## src/rtl/contador_seq.sv

```systemverilog
// Command sequencer driving an external up/down counter from start to target.
// Optional CONTADOR_SEQ_CYCLES_EN adds a saturating run_cycles counter output.
module contador_seq (
    input  logic       clock,
    input  logic       reset,
    input  logic       cmd_valid,
    output logic       cmd_ready,
    input  logic [7:0] cmd_start,
    input  logic [7:0] cmd_target,
    input  logic       pause,
    input  logic       abort,
    input  logic [7:0] cnt_value,
    output logic       cnt_load,
    output logic [7:0] cnt_entrada,
    output logic       cnt_key,
    output logic       cnt_run,
    output logic       busy,
    output logic       done
`ifdef CONTADOR_SEQ_CYCLES_EN
    ,
    output logic [15:0] run_cycles
`endif
);

    typedef enum logic [1:0] {
        IDLE = 2'd0,
        LOAD = 2'd1,
        RUN  = 2'd2,
        DONE = 2'd3
    } state_t;

    state_t     state, state_next;
    logic [7:0] start_q;
    logic [7:0] target_q;
    logic       key_q;
    logic       accept;
    logic       at_target;

    assign accept    = (state == IDLE) && cmd_valid;
    assign at_target = (cnt_value == target_q);

    // NOTE: sequential state uses non-blocking (<=) so every register samples
    // pre-edge values; blocking here would create order-dependent races.
    always_ff @(posedge clock) begin
        if (reset) begin
            state    <= IDLE;
            start_q  <= 8'd0;
            target_q <= 8'd0;
            key_q    <= 1'b1;
        end else begin
            state <= state_next;
            if (accept) begin
                start_q  <= cmd_start;
                target_q <= cmd_target;
                key_q    <= (cmd_target >= cmd_start);
            end
        end
    end

    // NOTE: every output gets a default before the case so no path leaves a
    // signal unassigned, which would otherwise infer a latch.
    always_comb begin
        state_next = state;
        cnt_load   = 1'b0;
        cnt_run    = 1'b0;
        cmd_ready  = 1'b0;
        busy       = 1'b1;
        done       = 1'b0;
        case (state)
            IDLE: begin
                cmd_ready = 1'b1;
                busy      = 1'b0;
                if (cmd_valid) state_next = LOAD;
            end
            LOAD: begin
                if (abort) begin
                    state_next = IDLE;
                end else begin
                    cnt_load   = 1'b1;
                    state_next = RUN;
                end
            end
            RUN: begin
                // Gating on at_target keeps the counter from ever stepping past the target.
                if (abort) begin
                    state_next = IDLE;
                end else begin
                    cnt_run = !pause && !at_target;
                    if (at_target) state_next = DONE;
                end
            end
            DONE: begin
                done       = 1'b1;
                state_next = IDLE;
            end
            default: state_next = IDLE;
        endcase
    end

    assign cnt_entrada = start_q;
    assign cnt_key     = key_q;

`ifdef CONTADOR_SEQ_CYCLES_EN
    always_ff @(posedge clock) begin
        if (reset || accept) begin
            run_cycles <= 16'd0;
        end else if (cnt_run && (run_cycles != 16'hFFFF)) begin
            run_cycles <= run_cycles + 16'd1;
        end
    end
`endif

endmodule
```

## config.mk

```make
export PLATFORM = sky130hd
export DESIGN_NAME = contador_seq
export DESIGN_NICKNAME = d
export VERILOG_FILES = /design/src/rtl/contador_seq.sv
export SDC_FILE = /design/constraint.sdc
export NUM_CORES = 1
export LEC_CHECK = 0
export ABC_AREA = 1
export CORE_ASPECT_RATIO = 1.75
export CORE_MARGIN = 2
export CORE_UTILIZATION = 44
export CTS_BUF_LIST = sky130_fd_sc_hd__clkbuf_8
export CTS_CLUSTER_DIAMETER = 80
export CTS_CLUSTER_SIZE = 14
export DETAILED_ROUTE_END_ITERATION = 7
export GPL_ROUTABILITY_DRIVEN = 0
export GPL_TIMING_DRIVEN = 0
export PLACE_DENSITY = 0.82
export SETUP_SLACK_MARGIN = 0.15
export SYNTH_ARGS = -nofsm -noshare
export SYNTH_HDL_FRONTEND = slang
export SYNTH_SLANG_ARGS = --single-unit
```

## constraint.sdc

```tcl
create_clock -name clock -period 1.64 [get_ports clock]
set_clock_uncertainty 0.05 [all_clocks]
set_input_delay 0.492 -clock clock [delete_from_list [all_inputs] [get_ports clock]]
set_output_delay 0.492 -clock clock [all_outputs]
set_load 0.1 [all_outputs]
```

# Word-level counts from Yosys, hierarchy flattened
# Index checks and enable logic that the tools add are counted.
[word_totals] regBits=19 latchBits=0 mem_bits_rw=0 romBits=0 in_bits=29 output_inout_bits=14 word_cells=29 memories=0
[classes] n_addsub=0 mul=0 div_mod_pow=0 n_lt_le_gt_ge=1 eq_ne=6 shift=0 muxes=12 n_bitwise=0 reduce_logical=6
[ops] op="== test 8 bit" n=1
[ops] op=">= comparator 8 bit" n=1
[ops] op="two-way mux 2 bit" n=4
[ops] op="case mux 2 bit (4 select lines)" n=1
[ops] op="two-way mux 1 bit" n=7
[ops] op="== test 2 bit (second input constant)" n=2
[ops] op="inequality test 3 bit (second input constant)" n=1
[ops] op="== test 2 x 1 -> 1 bit (second input constant)" n=1
[ops] op="logical AND 1 bit" n=2
[ops] op="zero test 1 bit" n=2
[ops] op="zero test 2 bit" n=1
[ops] op="inequality test 2 bit (second input constant)" n=1
[ops] op="AND reduction 2 bit" n=1

# Logic depth before layout (Yosys ltp)
# Gate-level depths: netlist of run 1.
[logic_depth] word_depth=5 mapped_depth=11 ltp_nobuf=11

# Worst setup path after synthesis of run 1
# Ideal clock, no wire load.
[synth_path] kind="input -> output" startpoint="input abort" endpoint="output cnt_load" arrival_ns=2.555 required_ns=1.098 setup_slack_ns=-1.457 stages=1 n_path_buf=0 path_cell_list="nor3_1"
[synth_between] elab_chain_cells=2
[synth_lines] element="start, declared" line="11" text="input logic abort,"
[synth_lines] element="two-way mux 1 bit" line="76" text="if (abort) begin"
[synth_lines] element="two-way mux 1 bit" line="69" text="case (state)"
[synth_lines] element="end, declared" line="13" text="output logic cnt_load,"
# Every way passes these cells.

# Worst setup path in the final report of run 1
[layout_path] startpoint="register target_q[5]" endpoint="output cnt_run"
[layout_between] elab_chain_cells=5
[layout_lines] element="start, declared" line="34" text="logic [7:0] target_q;"
[layout_lines] element="start signal, assigned" line="54" text="target_q <= cmd_target;"
[layout_lines] element="== test 8 bit" line="40" text="assign at_target = (cnt_value == target_q);"
[layout_lines] element="zero test 1 bit" line="88" text="cnt_run = !pause && !at_target;"
[layout_lines] element="logical AND 1 bit" line="88"
[layout_lines] element="two-way mux 1 bit" line="85" text="if (abort) begin"
[layout_lines] element="two-way mux 1 bit" line="69"
[layout_lines] element="end, declared" line="16" text="output logic cnt_run,"
# Every way passes these cells.

==> results by group, run 1 <==
Status
  • Status: finished, violations left
  • Failing checks: setup timing

Pwr
  • Leakage power total: around 0.84 nW
  • Gate power share: a little over two fifths
  • Power Density: between 800 and 900 mW/mm^2
  • Clock share of power: a little over a fifth
  • Sw Share: approximately two fifths
  • Pint: 0.914 mW
  • Net Switching: roughly 0.6 mW
  • Flop pwr share: between 30% and 40%
  • Peak VDD IR: about 0.00057 V

Global routing
  • Largest net degree at the start of global routing: 13
  • Global route total overflow: 0
  • Gr usage total: between 20% and 30%
  • Global-route wire length before repair: 4730 um
  • Initial antenna violation count: 0
  • Vias in the first global route: roughly 1200

Logic synthesis
  • Xor-xnor portion of the synthesized cell area: approximately 2.5%
  • Synthesized area: ~0.0011 sq mm
  • Post-Synth Adder-Cell Area: about a tenth
  • Synth top area share: a little over a third
  • Sequential-to-total area share from yosys stat: ~36%
  • Mean Syn Cell Area: 7.02 sq um
  • Leading cell type by number of instances after synthesis: nand2_1
  • Multiplexer share of the synthesized area: 0%
  • Area leader, netlist: dfxtp_1
  • Synth warnings: 0
  • Synth top area cells: dfxtp_1, nand2_1, ha_1
  • EDFF count, synth: 0
  • Syn Inst Count: 150
  • Simple-gate area share of the yosys netlist: a little under a quarter
  • Mapped Nets: between 150 and 200
  • Async set-reset flop share out of synthesis: 0%
  • Main synth FF type: dfxtp_1
  • Main combinational cell family by area after synthesis: simple AND/OR/NAND/NOR gates
  • Post-synthesis compound-gate area fraction: around 15%
  • Commonest cells post-synth: nand2_1, inv_1, dfxtp_1
  • Synth cell types: 19
  • Seq cells post-synth: 19

Clocking
  • H-tree depth: 1
  • Hold buffers post-CTS: 0
  • Clock-pin slew on the worst setup and hold paths: 0.08 ns
  • CTS Buf Count: 3
  • TritonCTS clock tree: yes
  • Skew-Pair Late Insertion Delay: between 0.2 and 0.3 ns
  • Clock Path Buffers: 2
  • Clock net sink count: 19
  • Clock Root Buffer: clkbuf_8

STA
  • Slew Limit Headroom: 81.4%
  • Tightest Pin Transition: 0.282 ns
  • RSZ-0062 raised after global routing: true
  • Tcrit/Tclk final: 111%
  • Tmin final: between 1.5 and 2 ns
  • Worst setup margin: -0.180 ns
  • Max Clk Rate: ~550 MHz
  • Max Slew Vio Count: 0
  • Final Hold Viols: 0
  • Endpoints failing setup: 1

Setup path
  • Worst Setup End Kind: primary output
  • Slowest-stage cell, CP: dfxtp_2
  • Worst-path maximum fanout: 2
  • Crit Path Category: register to primary output
  • Buf/Inv on CP: 2
  • WP data required: 1.10 ns
  • Crit path DAT: between 1 and 1.5 ns
  • Crit-path max cell delay: 0.34 ns
  • Most repeated library cell on the critical path: nand2_1
  • Crit-path cells: inv_2 -> nand2_1 -> nand2_1 -> nand2_1 -> nor2_1 -> nand2_1 -> nand2_2 -> nor2_4 -> buf_12
  • Delay-heaviest family, CP: simple AND/OR/NAND/NOR gates
  • Startpoint Class: register

Detailed routing
  • Detailed Routing Iterations Pass 1: 4
  • WL/cell: approximately 13 um
  • Final WL: 3020 um
  • Vias: roughly 1100
  • Drt via density: slightly below 5
  • DRC Markers: 0
  • Initial DRC count: 16
  • Post-DRT Antenna Nets: 0

Flow run
  • Max cap viols: 0

Floorplanning
  • Row count: 23
  • Top Ports: 43
  • DIE HEIGHT: just under 70 um
  • Initial Util: 46.3%
  • Core Box Area: 0.00227 sq mm
  • Die W: 41.0 um
  • Die ar.: 0.00282 sq mm

Place
  • HPWL Detailed: ~2000 um
  • Dpl ws: -1.52 ns
  • I/O Buffers: 42
  • Cell area after placement: about 0.0015 sq mm

Layout
  • Nets@finish: about 240
  • P&R area growth vs syn: 67.1%
  • Fin area: approximately 0.0018 sq mm
  • Ratio of cells with drive above 1 in the final layout: 42.0%
  • Diode count: 0

Min path
  • Hold Path Class: register to register
## sequential cells by signal (all words and copies together) (netlist names)
signal and count:
cnt_entrada 8, cnt_key 1, state 2, target_q 8
## per-layer routing
metal  wire length (um)  global-route usage [%]  vias to the layer above
li1                   -                       -                      581
met2               1720                    47.1                       32
met4                 93                    11.3                        0
met1               1100                    23.2                      513
met5                  0                       0                        -
met3                111                    2.24                        9
## area by class of cell
| class | instances | area, sq um |
|---|---|---|
| plain buffers | 3 | 38.8 |
| clock buffers | 3 | 41.3 |
| clock inverters | 1 | 7.51 |
| fillers | 161 | 513 |
| inverters | 27 | 113 |
| multi-input cells | 101 | 656 |
| flip-flops and latches | 19 | 397 |
| well taps | 25 | 31.3 |
| repair buffers | 51 | 477 |
## metrics by stage
step	instances	utilization [%]	setup TNS (ns)	power, mW	hold slack [ns]
final	230	77.4	-0.180	1.53	0.410
after floorplan	150	-	-1.28	0.945	0.393
after CTS	230	75.9	-0.185	1.50	0.418
after detailed placement	217	67.4	-10.23	1.12	0.417
after global routing	230	77.4	-0.295	1.60	0.430
after global placement	217	67.4	-9.80	1.11	0.405
## cell usage in the layout (no fill, tap or decap), types with 2 or more instances in the layout
cell type,count
o21ai_0,16
xnor2_2,2
nand2_1,32
ha_4,5
ha_1,2
a21oi_2,2
clkdlybuf4s50_1,3
clkbuf_8,3
a21oi_1,13
dfxtp_4,2
nand2_2,4
clkinvlp_4,2
dlygate4sd2_1,9
dfxtp_2,7
clkdlybuf4s15_1,5
dfxtp_1,10
buf_6,5
buf_4,16
buf_2,7
buf_12,6
inv_2,14
nor2_1,12
inv_1,10
nor2_4,2
## path summary, 6_finish.rpt
check	startpoint	end	slack [ns]	cells after the start
max	target_q[5]$_SDFFE_PP0P_	cnt_run	-0.18	9
min	target_q[0]$_SDFFE_PP0P_	target_q[0]$_SDFFE_PP0P_	0.41	2
min reg2reg	target_q[0]$_SDFFE_PP0P_	target_q[0]$_SDFFE_PP0P_	0.41	2
max reg2reg	state[1]$_SDFFE_PP0P_	cnt_key$_SDFFE_PP1P_	0.35	6
## power by group through the flow
stage          clock [mW]  combinational (mW)  sequential [mW]
6_report            0.336               0.649            0.548
5_1_grt             0.359               0.691            0.553
4_1_cts             0.330               0.630            0.542
3_5_place_dp            0               0.578            0.546
3_3_place_gp            0               0.567            0.544
2_1_floorplan           0               0.242            0.703
## timing repair
item | CTS | global route
buffers inserted | 9 | 0
pin swaps | 33 | 15
resized for setup | 182 | 23
endpoints found under the setup margin | 25 | 17
## kinds of logic after synthesis
kind of cell / Yosys count
AND/OR/NAND/NOR: 59
buffers and inverters: 30
adder cells (fa/ha/maj): 8
XOR/XNOR: 3
flip-flops: 19
AO/OA/AOI/OAI: 31
## worst register-to-register path: cells and delay by family (launching register included)
family          cells  cell delay [ns]
compound gates      1             0.16
buf+inv             2             0.30
flops               1             0.38
simple gates        3             0.31
(Power assumes the default switching activity.)
==> run 2: changes to the inputs <==
--- a/config.mk
+++ b/config.mk
@@ -14,7 +14,6 @@
 export CTS_CLUSTER_SIZE = 14
 export DETAILED_ROUTE_END_ITERATION = 7
 export GPL_ROUTABILITY_DRIVEN = 0
-export GPL_TIMING_DRIVEN = 0
 export PLACE_DENSITY = 0.82
 export SETUP_SLACK_MARGIN = 0.15
 export SYNTH_ARGS = -nofsm -noshare
==> results by group, run 2 (same netlist as run 1, synthesis figures left out) <==
Status
  • Status: finished, violations left (unchanged)
  • Failing checks: setup timing (unchanged)

Setup path
  • Delay-heaviest family, CP: simple AND/OR/NAND/NOR gates (unchanged)
  • Worst reg-to-reg setup slack: 0.16 ns (was 0.35 ns)
  • R2r startpoint: state[1]$_SDFFE_PP0P_ (unchanged)
  • R2R Path End: cnt_entrada[0]$_SDFFE_PP0P_ (was cnt_key$_SDFFE_PP1P_)
  • Startpoint Class: input port (was register)
  • Worst Setup End Kind: primary output (unchanged)
  • Crit path DAT: 1.48 ns (was 1.28 ns)
  • Crit-path max cell delay: 0.17 ns (was 0.34 ns)
  • WP data required: 1.10 ns (about the same)
  • Most repeated library cell on the critical path: nand2_1 (unchanged)
  • Buf/Inv on CP: 2 (unchanged)
  • Worst-path maximum fanout: 2 (unchanged)
  • Crit-path cells: buf_2 -> xnor2_2 -> nand2_1 -> nor2_1 -> nand2_1 -> nand2_2 -> nor2_4 -> buf_12 (was inv_2 -> nand2_1 -> nand2_1 -> nand2_1 -> nor2_1 -> nand2_1 -> nand2_2 -> nor2_4 -> buf_12)
  • FF-to-FF path depth: 8 (was 6)
  • Slowest-stage cell, CP: nor2_1 (was dfxtp_2)
  • Crit Path Category: input port to primary output (was register to primary output)

Detailed routing
  • Detailed Routing Iterations Pass 1: 4 (unchanged)
  • Vias: 1331 (was 1135)
  • Post-DRT Antenna Nets: 0 (unchanged)
  • Final WL: 4590 um (was 3020 um)
  • DRC Markers: 0 (unchanged)
  • Drt via density: 5.45 (was 4.93)
  • Initial DRC count: 54 (was 16)
  • WL/cell: 18.8 um (was 13.1 um)

Place
  • Cell area after placement: 0.00169 sq mm (was 0.00153 sq mm)
  • I/O Buffers: 42 (unchanged)
  • Cells after DPL: 221 (was 217)
  • HPWL Detailed: 2190 um (was 2030 um)

Global routing
  • Gr usage total: 27.5% (was 24.4%)
  • Initial antenna violation count: 0 (unchanged)
  • Global route total overflow: 0 (unchanged)
  • Largest net degree at the start of global routing: 20 (was 13)
  • Vias in the first global route: 1153 (was 1166)
  • Global-route wire length before repair: 5070 um (was 4730 um)

STA
  • RSZ-0062 raised after global routing: true (unchanged)
  • Tightest Pin Transition: 0.338 ns (was 0.282 ns)
  • Max Slew Vio Count: 0 (unchanged)
  • Tcrit/Tclk final: 123% (was 111%)
  • Worst setup margin: -0.380 ns (was -0.180 ns)
  • Final Hold Viols: 0 (unchanged)
  • Max Clk Rate: 495 MHz (was 549 MHz)
  • Tmin final: 2.02 ns (was 1.82 ns)
  • Slew Limit Headroom: 77.3% (was 81.4%)
  • Endpoints failing setup: 4 (was 1)

Layout
  • Final instance count without filler cells: 244 (was 230)
  • P&R area growth vs syn: 89.1% (was 67.1%)
  • Fin util: 87.6% (was 77.4%)
  • Most common cell after layout, fill and taps aside: nand2_1 (unchanged)
  • Fin area: 0.00199 sq mm (was 0.00176 sq mm)
  • Ratio of cells with drive above 1 in the final layout: 41.1% (was 42.0%)
  • Commonest non-fill, non-tap cells in the layout: nand2_1, buf_4, inv_1 (was nand2_1, o21ai_0, buf_4)
  • Nets@finish: 257 (was 243)
  • Diode count: 0 (unchanged)

Clocking
  • TritonCTS clock tree: yes (unchanged)
  • H-tree depth: 1 (unchanged)
  • CTS Buf Count: 3 (unchanged)
  • Clock-pin slew on the worst setup and hold paths: 0.08 ns (about the same)
  • Clock Path Buffers: 2 (unchanged)
  • Clock net sink count: 19 (unchanged)
  • Clock Root Buffer: clkbuf_8 (unchanged)
  • Skew-Pair Late Insertion Delay: 0.27 ns (was 0.26 ns)

Min path
  • Hold EP: cnt_entrada[5]$_SDFFE_PP0P_ (was target_q[0]$_SDFFE_PP0P_)
  • Hold path start: cmd_start[5] (was target_q[0]$_SDFFE_PP0P_)
  • Hold Path Class: input port to register (was register to register)
  • Hold depth: 3 (was 2)

Pwr
  • Peak VDD IR: 0.000859 V (was 0.000568 V)
  • Leakage power total: 0.961 nW (was 0.838 nW)
  • Power Density: 853 mW/mm^2 (was 871 mW/mm^2)
  • Total chip power: 1.70 mW (was 1.53 mW)

Floorplanning
  • Core Box Area: 0.00227 sq mm (unchanged)
  • DIE HEIGHT: 68.7 um (unchanged)
  • Row count: 23 (unchanged)
  • Die W: 41.0 um (unchanged)
  • Top Ports: 43 (unchanged)
  • Initial Util: 46.3% (unchanged)
  • Die ar.: 0.00282 sq mm (unchanged)

Flow run
  • Max cap viols: 0 (unchanged)
## run 2: cell types whose count changed in the layout (fill, tap and decap cells not counted), moves of 3 or more
cell,delta
o21ai_0,-6
inv_2,-7
buf_12,+8
o21ai_1,+6
inv_1,+6
nand2_2,-3
dfxtp_1,+3
## run 2: through the flow
step                hold WS [ns]  worst slack (ns)  setup TNS [ns]
floorplan                  0.393            -0.484           -1.28
global placement           0.405            -0.561           -1.99
detailed placement         0.413            -0.593           -2.25
CTS                        0.423            -0.220          -0.348
global route               0.436            -0.396          -0.797
finish                     0.428            -0.380          -0.667
## run 2: what timing repair did
item / in CTS / in global routing
buffers inserted: 12 / 3
gates cloned: 0 / 4
hold buffers: 0 / 0
endpoints found under the hold margin: 0 / 0
pin swaps: 33 / 14
setup endpoints to repair: 6 / 21
resized for setup: 79 / 27
## run 2: worst max path at each step
stage	from	end	depth (start not counted)
3_3_place_gp	cnt_value[1]	cnt_run	10
2_1_floorplan	state[1]$_SDFFE_PP0P_	state[0]$_SDFFE_PP0P_	5
5_1_grt	target_q[2]$_SDFFE_PP0P_	cnt_run	7
6_report	cnt_value[3]	cnt_run	8
3_5_place_dp	cnt_value[0]	cnt_run	10
4_1_cts	target_q[2]$_SDFFE_PP0P_	cnt_run	7
## run 2: metal layers
metal	GRT usage (%)	wire, um	part of all wire, %
met1	28.1	1560	34
met2	46.9	2360	51
met3	5.13	320	7.0
met4	18.8	352	7.7
met5	0	0	0
## run 2: where the power goes
part           leakage [nW]  switching [mW]  total, mW  internal [mW]
logic                 0.776           0.481      0.792          0.312
registers             0.159          0.0436      0.554          0.511
clock network        0.0255           0.183      0.353          0.170
total                 0.961           0.707       1.70          0.993
## run 2: final cells by class
class	instances	area, sq um
Clock buffer	3	41.3
Clock inverter	1	5.00
Fill cell	111	282
Inverter	27	124
Multi-Input combinational cell	102	677
Sequential cell	19	388
Tap cell	25	31.3
Timing Repair Buffer	64	707
Timing Repair inverter	3	18.8
## run 2: worst reg2reg max path, cell delays in order, from the launching register on
cell	delay (ns)
dfxtp_2	0.33
buf_6	0.13
nor2_4	0.15
buf_12	0.12
buf_4	0.16
nand2_8	0.10
clkinv_8	0.10
nor2_1	0.05
nor2_1	0.21
==> run 3: changes to the inputs <==
--- a/config.mk
+++ b/config.mk
@@ -19,3 +19,4 @@
 export SYNTH_ARGS = -nofsm -noshare
 export SYNTH_HDL_FRONTEND = slang
 export SYNTH_SLANG_ARGS = --single-unit
+export TNS_END_PERCENT = 50
==> results by group, run 3 (same netlist as run 1, synthesis figures left out) <==
Setup path
  • R2R Path End: cnt_entrada[0]$_SDFFE_PP0P_ (unchanged)
  • Crit Path Category: register to primary output (was input port to primary output)
  • Worst-path maximum fanout: 2 (unchanged)
  • Worst Setup End Kind: primary output (unchanged)
  • Crit-path cells: xnor2_2 -> nand2_1 -> nor2_1 -> nand2_1 -> nand2_2 -> nor2_4 -> buf_12 (was buf_2 -> xnor2_2 -> nand2_1 -> nor2_1 -> nand2_1 -> nand2_2 -> nor2_4 -> buf_12)
  • Worst reg-to-reg setup slack: 0.20 ns (was 0.16 ns)
  • Crit path DAT: 1.30 ns (was 1.48 ns)
  • Crit-path max cell delay: 0.34 ns (was 0.17 ns)
  • R2r startpoint: state[1]$_SDFFE_PP0P_ (unchanged)
  • Startpoint Class: register (was input port)
  • Most repeated library cell on the critical path: nand2_1 (unchanged)
  • FF-to-FF path depth: 6 (was 8)
  • WP data required: 1.10 ns (about the same)
  • Slowest-stage cell, CP: dfxtp_2 (was nor2_1)

Detailed routing
  • WL/cell: 13.7 um (was 18.8 um)
  • Drt via density: 5.17 (was 5.45)
  • Initial DRC count: 46 (was 54)
  • Detailed Routing Iterations Pass 1: 4 (unchanged)
  • DRC Markers: 0 (unchanged)
  • Vias: 1173 (was 1331)
  • Post-DRT Antenna Nets: 0 (unchanged)
  • Final WL: 3110 um (was 4590 um)

STA
  • Final Hold Viols: 0 (unchanged)
  • Max Clk Rate: 542 MHz (was 495 MHz)
  • Tmin final: 1.85 ns (was 2.02 ns)
  • Endpoints failing setup: 3 (was 4)
  • Hold_ws: 0.422 ns (was 0.428 ns)
  • Tightest Pin Transition: 0.325 ns (was 0.338 ns)
  • RSZ-0062 raised after global routing: true (unchanged)
  • Max Slew Vio Count: 0 (unchanged)
  • Setup TNS Final: -0.285 ns (was -0.667 ns)
  • Slew Limit Headroom: 78.3% (was 77.3%)
  • Tcrit/Tclk final: 113% (was 123%)
  • Worst setup margin: -0.205 ns (was -0.380 ns)

Global routing
  • Gr usage total: 23.1% (was 27.5%)
  • Largest net degree at the start of global routing: 20 (unchanged)
  • Global-route wire length before repair: 4380 um (was 5070 um)
  • Global route total overflow: 0 (unchanged)
  • Initial antenna violation count: 0 (unchanged)
  • Vias in the first global route: 1068 (was 1153)

Floorplanning
  • Core Box Area: 0.00227 sq mm (unchanged)
  • Top Ports: 43 (unchanged)
  • Die ar.: 0.00282 sq mm (unchanged)
  • DIE HEIGHT: 68.7 um (unchanged)
  • Initial Util: 46.3% (unchanged)
  • Row count: 23 (unchanged)
  • Die W: 41.0 um (unchanged)

Status
  • Failing checks: setup timing (unchanged)
  • Status: finished, violations left (unchanged)

Place
  • HPWL Detailed: 2080 um (was 2190 um)
  • Dpl ws: -0.599 ns (was -0.593 ns)
  • Cell area after placement: 0.00167 sq mm (was 0.00169 sq mm)
  • I/O Buffers: 42 (unchanged)

Layout
  • Diode count: 0 (unchanged)
  • Footprint of the multi-input gates: 636 sq um (was 677 sq um)
  • Ratio of cells with drive above 1 in the final layout: 34.2% (was 41.1%)
  • Most common cell after layout, fill and taps aside: nand2_1 (unchanged)
  • Fin area: 0.00186 sq mm (was 0.00199 sq mm)
  • Nets@finish: 240 (was 257)
  • Commonest non-fill, non-tap cells in the layout: nand2_1, dlymetal6s2s_1, o21ai_0 (was nand2_1, buf_4, inv_1)
  • Fill count: 144 (was 111)
  • P&R area growth vs syn: 76.7% (was 89.1%)
  • Sequential Area: 387 sq um (was 388 sq um)

Pwr
  • Leakage power total: 0.982 nW (was 0.961 nW)
  • Power Density: 838 mW/mm^2 (was 853 mW/mm^2)
  • Peak VDD IR: 0.000640 V (was 0.000859 V)

Clocking
  • H-tree depth: 1 (unchanged)
  • Clock net sink count: 19 (unchanged)
  • Clock-pin slew on the worst setup and hold paths: 0.07 ns (was 0.08 ns)
  • Clock Root Buffer: clkbuf_8 (unchanged)
  • CTS Buf Count: 3 (unchanged)
  • Skew-Pair Late Insertion Delay: 0.26 ns (was 0.27 ns)
  • Clock Path Buffers: 2 (unchanged)
  • TritonCTS clock tree: yes (unchanged)

Min path
  • Hold Path Class: register to register (was input port to register)
  • Hold EP: target_q[1]$_SDFFE_PP0P_ (was cnt_entrada[5]$_SDFFE_PP0P_)
  • Hold path start: target_q[1]$_SDFFE_PP0P_ (was cmd_start[5])
  • Hold depth: 2 (was 3)

Flow run
  • Max cap viols: 0 (unchanged)
run 3: cell type report:
class,count,area share (%)
repair inverters,2,0.538
flip-flops and latches,19,20.8
multi-input cells,101,34.1
clock inverters,1,0.202
inverters,27,6.38
repair buffers,49,34.1
clock buffers,3,2.22
well taps,25,1.68
run 3: how the worst max path moves through the flow:
stage / start / to / slack (ns) / cells after the start
final: target_q[3]$_SDFFE_PP0P_ / cnt_run / -0.21 / 7
after global routing: target_q[7]$_SDFFE_PP0P_ / cnt_run / -0.26 / 9
after CTS: target_q[3]$_SDFFE_PP0P_ / cnt_run / -0.22 / 7
after detailed placement: cnt_value[5] / cnt_run / -0.60 / 10
after global placement: cnt_value[7] / cnt_run / -0.56 / 10
after floorplan: state[1]$_SDFFE_PP0P_ / state[0]$_SDFFE_PP0P_ / -0.48 / 5
run 3: metal layers:
| metal | wire (um) | global-route usage, % | vias to the layer above | part of all wire (%) |
|---|---|---|---|---|
| li1 | - | - | 572 | - |
| met2 | 1720 | 40.6 | 39 | 55 |
| met5 | 0 | 0 | - | 0 |
| met4 | 100 | 16.3 | 0 | 3.2 |
| met3 | 142 | 2.56 | 9 | 4.6 |
| met1 | 1150 | 23.2 | 553 | 37 |
run 3: stage by stage:
step	std cells	util [%]	total power [mW]
after detailed placement	219	73.6	1.20
after global routing	227	81.9	1.62
after global placement	219	73.6	1.18
after CTS	224	75.9	1.53
after floorplan	150	-	0.945
final	227	81.9	1.56
run 3: critical path, delay by kind of cell (launching register included):
kind / cells / cell delay, ns
simple gates: 5 / 0.40
flops: 1 / 0.34
buf+inv: 1 / 0.18
xor+xnor: 1 / 0.12
run 3: timing repair:
action,4_1_cts,5_1_grt
resized for setup,50,36
hold buffers,0,0
setup buffers,1,1
setup endpoints to repair,6,19
pin swaps,19,15
gates cloned,0,2
run 3: where the power goes:
group          switching (mW)  total, mW  internal (mW)
Sequential             0.0398      0.550          0.511
Clock                   0.151      0.318          0.167
Combinational           0.423      0.693          0.270
Total                   0.614       1.56          0.947
